<file path="src/rtl/score_register_file_if.sv">
// Bus bundle for the score register file: write/read requests in, read data and log status out.
interface score_register_file_if #(
    parameter int WIDTH = 13,
    parameter int DEPTH = 8
);
    localparam int AW = $clog2(DEPTH);

    logic [WIDTH-1:0] i_in;
    logic             i_load;
    logic [AW-1:0]    i_wr_addr;
    logic             i_push;
    logic [AW-1:0]    i_rd_addr_a;
    logic [AW-1:0]    i_rd_addr_b;
    logic [WIDTH-1:0] o_qa;
    logic [WIDTH-1:0] o_qb;
    logic [AW-1:0]    o_wr_ptr;
    logic [AW:0]      o_count;
    logic             o_full;
    logic [WIDTH-1:0] o_min_q;
    logic             o_min_valid;

    modport master (
        output i_in, i_load, i_wr_addr, i_push, i_rd_addr_a, i_rd_addr_b,
        input  o_qa, o_qb, o_wr_ptr, o_count, o_full, o_min_q, o_min_valid
    );

    modport slave (
        input  i_in, i_load, i_wr_addr, i_push, i_rd_addr_a, i_rd_addr_b,
        output o_qa, o_qb, o_wr_ptr, o_count, o_full, o_min_q, o_min_valid
    );
endinterface

</file>
<file path="src/rtl/score_register_file.sv">
// Multi-row score register file: addressed Load, circular Push log, two registered
// read ports with write-first bypass, entry count and best (minimum) pushed time.
module score_register_file #(
    parameter int WIDTH = 13,
    parameter int DEPTH = 8
) (
    input  logic                  i_clock,
    input  logic                  i_clr,
    score_register_file_if.slave  bus
);
    localparam int             AW        = $clog2(DEPTH);
    localparam logic [AW:0]    DEPTH_CNT = (AW+1)'(DEPTH);
    localparam logic [AW-1:0]  LAST_ROW  = AW'(DEPTH-1);

    logic [WIDTH-1:0] r_rows [DEPTH];
    logic [WIDTH-1:0] r_qa;
    logic [WIDTH-1:0] r_qb;
    logic [WIDTH-1:0] r_min_q;
    logic [AW-1:0]    r_wr_ptr;
    logic [AW:0]      r_count;
    logic             r_min_valid;

    logic             w_wr_addr_ok;
    logic             w_rd_a_ok;
    logic             w_rd_b_ok;
    logic             w_load_ok;
    logic             w_push_ok;
    logic             w_min_take;
    logic             w_hit_a;
    logic             w_hit_b;
    logic [DEPTH-1:0] w_row_we;
    logic [WIDTH-1:0] w_qa_next;
    logic [WIDTH-1:0] w_qb_next;

    // Addresses can exceed DEPTH-1 only when DEPTH is not a power of two.
    assign w_wr_addr_ok = int'(bus.i_wr_addr)   < DEPTH;
    assign w_rd_a_ok    = int'(bus.i_rd_addr_a) < DEPTH;
    assign w_rd_b_ok    = int'(bus.i_rd_addr_b) < DEPTH;

    // Load has priority; a Push coinciding with any Load is dropped entirely.
    assign w_load_ok  = bus.i_load && w_wr_addr_ok;
    assign w_push_ok  = bus.i_push && !bus.i_load;
    assign w_min_take = w_push_ok && (!r_min_valid || (bus.i_in < r_min_q));

    // Same-cycle write to the addressed row forwards the write data to the read port.
    assign w_hit_a = (w_load_ok && (bus.i_wr_addr == bus.i_rd_addr_a)) ||
                     (w_push_ok && (r_wr_ptr == bus.i_rd_addr_a));
    assign w_hit_b = (w_load_ok && (bus.i_wr_addr == bus.i_rd_addr_b)) ||
                     (w_push_ok && (r_wr_ptr == bus.i_rd_addr_b));

    genvar gi;
    generate
        for (gi = 0; gi < DEPTH; gi++) begin : g_row_we
            assign w_row_we[gi] = (w_load_ok && (bus.i_wr_addr == AW'(gi))) ||
                                  (w_push_ok && (r_wr_ptr == AW'(gi)));
        end
    endgenerate

    // Next read data: bypass on write hit, else the stored row, else 0 when out of range.
    always_comb begin
        w_qa_next = '0;
        w_qb_next = '0;
        if (w_hit_a) begin
            w_qa_next = bus.i_in;
        end else if (w_rd_a_ok) begin
            w_qa_next = r_rows[bus.i_rd_addr_a];
        end
        if (w_hit_b) begin
            w_qb_next = bus.i_in;
        end else if (w_rd_b_ok) begin
            w_qb_next = r_rows[bus.i_rd_addr_b];
        end
    end

    // Row storage; clear wipes every row and discards that cycle's write.
    always_ff @(posedge i_clock) begin
        for (int i = 0; i < DEPTH; i++) begin
            if (i_clr) begin
                r_rows[i] <= '0;
            end else if (w_row_we[i]) begin
                r_rows[i] <= bus.i_in;
            end
        end
    end

    // Read ports, push pointer, saturating entry count and running minimum since clear.
    always_ff @(posedge i_clock) begin
        if (i_clr) begin
            r_qa        <= '0;
            r_qb        <= '0;
            r_wr_ptr    <= '0;
            r_count     <= '0;
            r_min_q     <= '0;
            r_min_valid <= 1'b0;
        end else begin
            r_qa <= w_qa_next;
            r_qb <= w_qb_next;
            if (w_push_ok) begin
                r_wr_ptr    <= (r_wr_ptr == LAST_ROW) ? '0 : r_wr_ptr + 1'b1;
                r_min_valid <= 1'b1;
                if (r_count != DEPTH_CNT) begin
                    r_count <= r_count + 1'b1;
                end
            end
            if (w_min_take) begin
                r_min_q <= bus.i_in;
            end
        end
    end

    assign bus.o_qa        = r_qa;
    assign bus.o_qb        = r_qb;
    assign bus.o_wr_ptr    = r_wr_ptr;
    assign bus.o_count     = r_count;
    assign bus.o_full      = (r_count == DEPTH_CNT);
    assign bus.o_min_q     = r_min_q;
    assign bus.o_min_valid = r_min_valid;
endmodule

</file>
<file path="src/flat_wrapper.sv">
// flat-port wrapper written by rule: the top's interface ports become plain ports
module score_register_file_flat 
#(
    parameter int WIDTH = 13,
    parameter int DEPTH = 8
)
  (i_clock, i_clr, bus_i_in, bus_i_load, bus_i_wr_addr, bus_i_push, bus_i_rd_addr_a, bus_i_rd_addr_b, bus_o_qa, bus_o_qb, bus_o_wr_ptr, bus_o_count, bus_o_full, bus_o_min_q, bus_o_min_valid);
  score_register_file_if #(.WIDTH(WIDTH), .DEPTH(DEPTH)) bus_i ();
  input  logic i_clock;
  input  logic i_clr;
  input wire logic [$bits(bus_i.i_in)-1:0] bus_i_in;
  input wire logic [$bits(bus_i.i_load)-1:0] bus_i_load;
  input wire logic [$bits(bus_i.i_wr_addr)-1:0] bus_i_wr_addr;
  input wire logic [$bits(bus_i.i_push)-1:0] bus_i_push;
  input wire logic [$bits(bus_i.i_rd_addr_a)-1:0] bus_i_rd_addr_a;
  input wire logic [$bits(bus_i.i_rd_addr_b)-1:0] bus_i_rd_addr_b;
  output wire logic [$bits(bus_i.o_qa)-1:0] bus_o_qa;
  output wire logic [$bits(bus_i.o_qb)-1:0] bus_o_qb;
  output wire logic [$bits(bus_i.o_wr_ptr)-1:0] bus_o_wr_ptr;
  output wire logic [$bits(bus_i.o_count)-1:0] bus_o_count;
  output wire logic [$bits(bus_i.o_full)-1:0] bus_o_full;
  output wire logic [$bits(bus_i.o_min_q)-1:0] bus_o_min_q;
  output wire logic [$bits(bus_i.o_min_valid)-1:0] bus_o_min_valid;
  assign bus_i.i_in = bus_i_in;
  assign bus_i.i_load = bus_i_load;
  assign bus_i.i_wr_addr = bus_i_wr_addr;
  assign bus_i.i_push = bus_i_push;
  assign bus_i.i_rd_addr_a = bus_i_rd_addr_a;
  assign bus_i.i_rd_addr_b = bus_i_rd_addr_b;
  assign bus_o_qa = bus_i.o_qa;
  assign bus_o_qb = bus_i.o_qb;
  assign bus_o_wr_ptr = bus_i.o_wr_ptr;
  assign bus_o_count = bus_i.o_count;
  assign bus_o_full = bus_i.o_full;
  assign bus_o_min_q = bus_i.o_min_q;
  assign bus_o_min_valid = bus_i.o_min_valid;
  score_register_file #(.WIDTH(WIDTH), .DEPTH(DEPTH)) u_core (.i_clock(i_clock), .i_clr(i_clr), .bus(bus_i));
endmodule
</file>
<file path="config.mk">
export PLATFORM = sky130hd
export DESIGN_NAME = score_register_file_flat
export DESIGN_NICKNAME = d
export VERILOG_FILES = /design/src/rtl/score_register_file_if.sv /design/src/rtl/score_register_file.sv /design/src/flat_wrapper.sv
export SDC_FILE = /design/constraint.sdc
export NUM_CORES = 1
export LEC_CHECK = 0
export CAP_MARGIN = 20
export CORE_ASPECT_RATIO = 0.6
export CORE_MARGIN = 2
export CORE_UTILIZATION = 40
export DETAILED_ROUTE_END_ITERATION = 10
export GPL_TIMING_DRIVEN = 0
export SLEW_MARGIN = 10
export SYNTH_ARGS = -nofsm -noshare
export SYNTH_HDL_FRONTEND = slang
export SYNTH_SLANG_ARGS = --single-unit
export TNS_END_PERCENT = 20
</file>
<file path="constraint.sdc">
create_clock -name i_clock -period 3.4 [get_ports i_clock]
set_input_delay 0.68 -clock i_clock [delete_from_list [all_inputs] [get_ports i_clock]]
set_output_delay 0.68 -clock i_clock [all_outputs]
set_load 0.05 [all_outputs]
</file>
==> impl_metrics.tcl, run 1 <==
set metrics [dict create \
    yosysSeqAreaShare_pct 50.6 \
    finClkSkew_ns 0.0119 \
    rsz0062_at_grt "false" \
    critPathMaxFanout 5 \
    cts_buffers 17 \
    gp_congestion 0.809 \
    synth_cells 605 \
    fmax_mhz 370 \
    syn_nets 651 \
    synthSimpleGateAreaFrac_pct 14.6 \
    clk_latency_ns 0.43 \
    hold_slack_ns 0.496 \
    drt_iter0_drc 499 \
    cts.sinks 151 \
    slew_viol_final 0 \
    worstMarginPinSlew_ns 0.825 \
    synth_mux_area_share_pct 23.2 \
    slew_headroom_pct 45.0 \
    routed_wl_mm 20.1 \
    io_pins 74 \
    p_per_area_nw_per_um2 506 \
    synth-adder-area-share_pct 3.11 \
    die_area_sq_um 21300 \
    first_pass_iters 5 \
    finalHoldViolations 0 \
    rows 40 \
    hpwl_mm 14.8 \
    fillers 1731 \
    fin_crit_ns 2.70 \
    yosysUniqueCellTypes 37 \
    vdd_ir_drop_max_uv 375 \
    synth_compound_area_share_pct 2.65 \
    drv_cap 0 \
    cp.required_ns 2.72 \
    mostFrequentLayoutCells "105 x and2_1, 104 x edfxtp_1, 64 x clkdlybuf4s50_1" \
    vias_per_cell 5.27 \
    start_util_pct 40.4 \
    end_kind "primary output" \
    setup_viol 0 \
    synthesis.area_per_instance_sq_um 13.3 \
    power_leakage_uw 0.00351 \
    path_class "register to primary output" \
    antenna_found_initial 1 \
    overflow 0 \
    layout_commonest_cell "and2_1" \
    drive_gt1_share_pct 18.3 \
    synth_top_family_by_area "multiplexers" \
    clock_path_buffers 2 \
    cts_resized 0 \
    grt_util_all_layers_pct 20.1 \
    synth_warnings 0 \
    fin_crit_sh_pct 79.5 \
    ys_seq_elements 151 \
    grt_pass1_vias 5149 \
    hold_path_class "register to register" \
    num_vias 5136 \
    grt_pass1_wl_mm 31.1 \
    final_nets 734 \
    cts-root-buf "clkbuf_16" \
    clk_pin_slew_ns 0.07 \
    cts_max_level 4 \
    drc 0 \
    synthXorXnorAreaFrac_pct 1.63 \
    cts_tree "done" \
    die_x_um 187 \
    ant_nets 0 \
    wire_per_inst_um 20.7 \
    fin_tns_setup_ns 0 \
    worstPathArrival_ns 2.02 \
    startpoint_type "register" \
    port_buffers 64 \
    core_area_sq_um 19900 \
    status "finished, final reports clean" \
    grt_max_degree 17 \
    postCtsSetupRepairBufs 0 \
    syn_area_sq_um 8040 \
    hold_buffers 0 \
    fp.dieH_um 114 \
    areaGrowthSynthToFinish_pct 19.7 \
]
Yosys cell counts:
| library cell | count | area (sq um) |
|---|---|---|
| nor2b_1 | 3 | 18.8 |
| nand3_1 | 2 | 10.0 |
| mux4_2 | 52 | 1170 |
| buf_1 | 1 | 3.75 |
| nand2b_4 | 1 | 13.8 |
| a22oi_1 | 3 | 22.5 |
| clkbuf_2 | 1 | 5.00 |
| edfxtp_1 | 104 | 3120 |
| and4_1 | 1 | 8.76 |
| a21o_1 | 2 | 15.0 |
| mux2i_1 | 40 | 400 |
| dfxtp_1 | 47 | 941 |
| and3b_1 | 1 | 8.76 |
| clkbuf_1 | 36 | 135 |
| nand4_1 | 4 | 25.0 |
| o41ai_4 | 2 | 55.1 |
| nor3_1 | 1 | 5.00 |
| a21oi_1 | 6 | 30.0 |
| and2_1 | 105 | 657 |
| inv_1 | 17 | 63.8 |
| buf_6 | 8 | 90.1 |
| a211oi_1 | 1 | 7.51 |
| a221o_1 | 1 | 10.0 |
| mux2_2 | 26 | 293 |
| xnor2_1 | 7 | 61.3 |
| buf_4 | 2 | 15.0 |
| o21ai_0 | 1 | 5.00 |
| nand2_1 | 7 | 26.3 |
| and2b_1 | 1 | 7.51 |
| nor2_1 | 47 | 176 |
| buf_2 | 5 | 25.0 |
| xor2_1 | 8 | 70.1 |
| nand2b_1 | 35 | 219 |
| a31oi_1 | 2 | 12.5 |
| ha_1 | 20 | 250 |
| a32oi_1 | 4 | 35.0 |
| a211oi_4 | 1 | 20.0 |
final timing paths:
check	from	endpoint	slack, ns	cells past startpoint
min reg2reg	u_core.bus.o_min_q[0]$_SDFFE_PP0P_	u_core.bus.o_min_q[0]$_SDFFE_PP0P_	0.50	2
max	u_core.bus.o_count[0]$_SDFFE_PP0P_	bus_o_full	0.70	4
min	u_core.bus.o_min_q[0]$_SDFFE_PP0P_	u_core.bus.o_min_q[0]$_SDFFE_PP0P_	0.50	2
max reg2reg	u_core.bus.o_min_q[12]$_SDFFE_PP0P_	u_core.bus.o_min_q[4]$_SDFFE_PP0P_	1.23	7
per-layer routing:
| layer | track usage [%] | share of wire [%] | vias to the layer above | wire length (um) |
|---|---|---|---|---|
| li1 | - | - | 2345 | - |
| met1 | 31.1 | 50 | 2573 | 9990 |
| met2 | 27.9 | 42 | 200 | 8360 |
| met3 | 5.17 | 7.9 | 18 | 1590 |
| met4 | 4.87 | 0.96 | 0 | 194 |
| met5 | 0 | 0 | - | 0 |
worst max-delay path, stage by stage (launching register included):
cell and delay, ns:
dfxtp_1 0.43, inv_1 0.07, ha_1 0.19, and3b_1 0.19
clkdlybuf4s50_1 0.71
state kept, by name (all words and copies together) (netlist names):
| register | cells |
|---|---|
| u_core.bus.o_qa | 13 |
| u_core.r_rows | 104 |
| u_core.bus.o_qb | 13 |
| u_core.bus.o_min_valid | 1 |
| u_core.bus.o_min_q | 13 |
| u_core.bus.o_count | 4 |
| u_core.bus.o_wr_ptr | 3 |
where the power goes:
| part | switching, uW | internal, uW | leakage, uW |
|---|---|---|---|
| Sequential | 58.2 | 2080 | 0.00146 |
| Combinational | 463 | 327 | 0.00175 |
| Clock | 765 | 1170 | 0.000299 |
| Total | 1290 | 3580 | 0.00351 |
cell families (layout without fill, tap and decap cells):
logic type,count (synthesis),after routing
other,0,1
XOR/XNOR,15,15
flip-flops,151,151
AND/OR/NAND/NOR,208,208
adder cells (fa/ha/maj),20,20
multiplexers,118,118
buffers and inverters,70,166
AO/OA/AOI/OAI,23,23
final cells by class:
class,count,area [sq um],share of cell area [%]
inverter,17,63.8,0.664
sequential,151,4060,42.3
clock buffer,20,447,4.64
buffer,53,274,2.85
antenna,1,2.50,0.0260
multi-input combinational,384,3630,37.8
clock inverter,12,149,1.55
timing repair buffer,64,641,6.66
tap,273,342,3.55
through the flow:
| stage | utilization (%) | power, uW | std cells | setup slack, ns | area [sq um] |
|---|---|---|---|---|---|
| 3_5_place_dp | 45.4 | 2970 | 942 | 0.425 | 9020 |
| 4_1_cts | 48.4 | 4900 | 974 | 0.670 | 9610 |
| 3_3_place_gp | 45.4 | 2950 | 942 | 0.449 | 9020 |
| 6_report | 48.4 | 4870 | 975 | 0.697 | 9620 |
| 2_1_floorplan | - | 2710 | 605 | 1.07 | 8040 |
| 5_1_grt | 48.4 | 5040 | 974 | 0.594 | 9610 |
No activity file was read; power rests on OpenSTA's default activity.
==> run 2: changes to the inputs <==
==> constraint.sdc (replaced) <==
create_clock -name i_clock -period 2.4 [get_ports i_clock]
set_input_delay 0.48 -clock i_clock [delete_from_list [all_inputs] [get_ports i_clock]]
set_output_delay 0.48 -clock i_clock [all_outputs]
set_load 0.05 [all_outputs]
==> run 2 against run 1 <==
Effect of this change: routed wire length increased by 0.45%; critical endpoint is now u_core.r_rows[4][8]$_SDFFCE_PN0P_; cell count unchanged; die area unchanged; highest routed layer unchanged; sequential power increased by 42%; critical path depth increased by 3.
==> impl_metrics.tcl, run 2 (synthesized netlist as in run 1, its figures left out) <==
set metrics [dict create \
    status "finished, final reports clean" \
    fin_cells 975 \
    multiInputGateArea_sq_um 3640 \
    worstMarginPinSlew_ns 0.827 \
    worstPathArrival_ns 2.52 \
    die_area_sq_um 21300 \
    drv_cap 0 \
    areaGrowthSynthToFinish_pct 19.7 \
    mostFrequentLayoutCells "105 x and2_1, 104 x edfxtp_1, 63 x clkdlybuf4s50_1" \
    rows 40 \
    slew_viol_final 0 \
    cts_max_level 4 \
    grt_pass1_vias 5152 \
    first_pass_iters 7 \
    grt_use_met2_pct 28.0 \
    use_met1_pct 31.1 \
    regMostFlops "u_core.r_rows" \
    rrSetupSlack_ns 0.23 \
    overflow 0 \
    hold_path_class "register to register" \
    slew_headroom_pct 44.9 \
    power_leakage_uw 0.00352 \
    grt.busiest_layer "met1" \
    cts_tree "done" \
    ff2ff_path_depth 7 \
    largest_reg_flops 104 \
    wire_per_inst_um 20.7 \
    drt_iter0_drc 488 \
    reg2reg_to "u_core.bus.o_min_q[4]$_SDFFE_PP0P_" \
    cp_slowest_stage_delay_ns 0.61 \
    startpoint_type "input pin" \
    drc 0 \
    num_vias 5144 \
    finalHoldViolations 0 \
    gp_congestion 0.809 \
    finClkSkew_ns 0.00774 \
    clk_latency_ns 0.43 \
    critPathMaxFanout 10 \
    cp.required_ns 2.59 \
    fin_crit_sh_pct 97.4 \
    final_nets 734 \
    fmax_mhz 428 \
    fp.dieH_um 114 \
    antenna_found_initial 1 \
    setup_viol 0 \
    path_class "input pin to register" \
    layout_commonest_cell "and2_1" \
    port_buffers 64 \
    ff_latch_area_sq_um 4060 \
    rsz0062_at_grt "true" \
    grt_pass1_wl_mm 31.1 \
    fillers 1733 \
    hp-start "u_core.bus.o_min_q[0]$_SDFFE_PP0P_" \
    hold_buffers 0 \
    path_cells "clkdlybuf4s50_1 > and2b_1 > buf_2 > a32oi_1 > nor2_1 > clkbuf_1 > and2_1" \
    clk_pin_slew_ns 0.06 \
    postCtsSetupRepairBufs 0 \
    drive_gt1_share_pct 18.5 \
    start_util_pct 40.4 \
    p_per_area_nw_per_um2 717 \
    utilization_pct 48.4 \
    dpl.cell_count 942 \
    vias_per_cell 5.28 \
    cts.sinks 151 \
    vdd_ir_drop_max_uv 534 \
    reg2reg_from "u_core.bus.o_min_q[12]$_SDFFE_PP0P_" \
    met3_usage_pct 5.17 \
    routed_wl_mm 20.2 \
    hpwl_mm 14.8 \
    end_kind "register" \
    clock_path_buffers 2 \
    fin_crit_ns 2.34 \
    cts-root-buf "clkbuf_16" \
    crit_path_top_delay_cell "clkdlybuf4s50_1" \
    grt_util_all_layers_pct 20.1 \
    grt_max_degree 17 \
    io_pins 74 \
    die_x_um 187 \
    cts_buffers 17 \
    core_area_sq_um 19900 \
    ant_nets 0 \
    whs_endpoint "u_core.bus.o_min_q[0]$_SDFFE_PP0P_" \
    min_path_cells 2 \
]
==> run 2: changes by cell type in the layout (fill, tap and decap cells not counted), sizes merged <==
cell,delta
dlygate4sd2,+1
clkdlybuf4s50,-1
==> run 2: through the flow <==
stage	power, uW	hold slack, ns	setup WS (ns)	cell area (sq um)	setup TNS (ns)
CTS	6940	0.502	0.0600	9610	0
finish	6900	0.496	0.0615	9620	0
floorplan	3830	0.635	0.0735	8040	0
global route	7140	0.517	-0.0169	9620	-0.0238
detailed placement	4210	0.491	-0.375	9020	-51.99
global placement	4180	0.481	-0.351	9020	-46.07
==> run 2: layout make-up <==
| class | instances | share of cell area [%] |
|---|---|---|
| antenna | 1 | 0.0260 |
| buffer | 53 | 2.86 |
| clock buffer | 20 | 4.64 |
| clock inverter | 12 | 1.55 |
| inverter | 17 | 0.663 |
| multi-input combinational | 384 | 37.8 |
| sequential | 151 | 42.2 |
| tap | 273 | 3.55 |
| timing repair buffer | 64 | 6.65 |
==> run 2: routing by layer <==
layer | vias up | wire length [um]
met5 | - | 0
met4 | 0 | 212
met3 | 21 | 1350
met2 | 181 | 8420
met1 | 2592 | 10200
li1 | 2350 | -
==> run 2: power by group <==
part | switching, uW | internal (uW) | total [uW]
clock network | 1080 | 1660 | 2750
logic | 658 | 464 | 1120
registers | 82.3 | 2950 | 3030
total | 1820 | 5080 | 6900
==> run 2: how the worst max path moves through the flow <==
stage | from | endpoint | slack [ns] | cells past startpoint
floorplan | u_core.bus.o_min_q[12]$_SDFFE_PP0P_ | u_core.bus.o_min_q[10]$_SDFFE_PP0P_ | 0.07 | 7
global placement | bus_i_load | u_core.bus.o_qa[5]$_SDFF_PP0_ | -0.35 | 7
detailed placement | bus_i_load | u_core.bus.o_qa[5]$_SDFF_PP0_ | -0.37 | 7
CTS | bus_i_load | u_core.r_rows[5][9]$_SDFFCE_PN0P_ | 0.06 | 7
global route | bus_i_in[12] | u_core.bus.o_min_q[9]$_SDFFE_PP0P_ | -0.02 | 7
finish | bus_i_load | u_core.r_rows[4][8]$_SDFFCE_PN0P_ | 0.06 | 7
==> run 2: worst max-delay path, delay by kind of cell <==
family / cells / cell delay [ns]
compound gates: 1 / 0.32
buf+inv: 3 / 1.10
simple gates: 3 / 0.62
==> run 2: repair_timing <==
item	in CTS	in global routing
gates resized for setup	1	3
pin swaps	0	1
setup endpoints to repair	1	21
==> run 3: changes to the inputs <==
--- a/config.mk
+++ b/config.mk
@@ -11,7 +11,6 @@
 export CORE_UTILIZATION = 40
 export DETAILED_ROUTE_END_ITERATION = 10
 export GPL_TIMING_DRIVEN = 0
-export SLEW_MARGIN = 10
 export SYNTH_ARGS = -nofsm -noshare
 export SYNTH_HDL_FRONTEND = slang
 export SYNTH_SLANG_ARGS = --single-unit
==> results of run 3 <==
The final DEF is identical to that of run 2; final timing and power are the same.
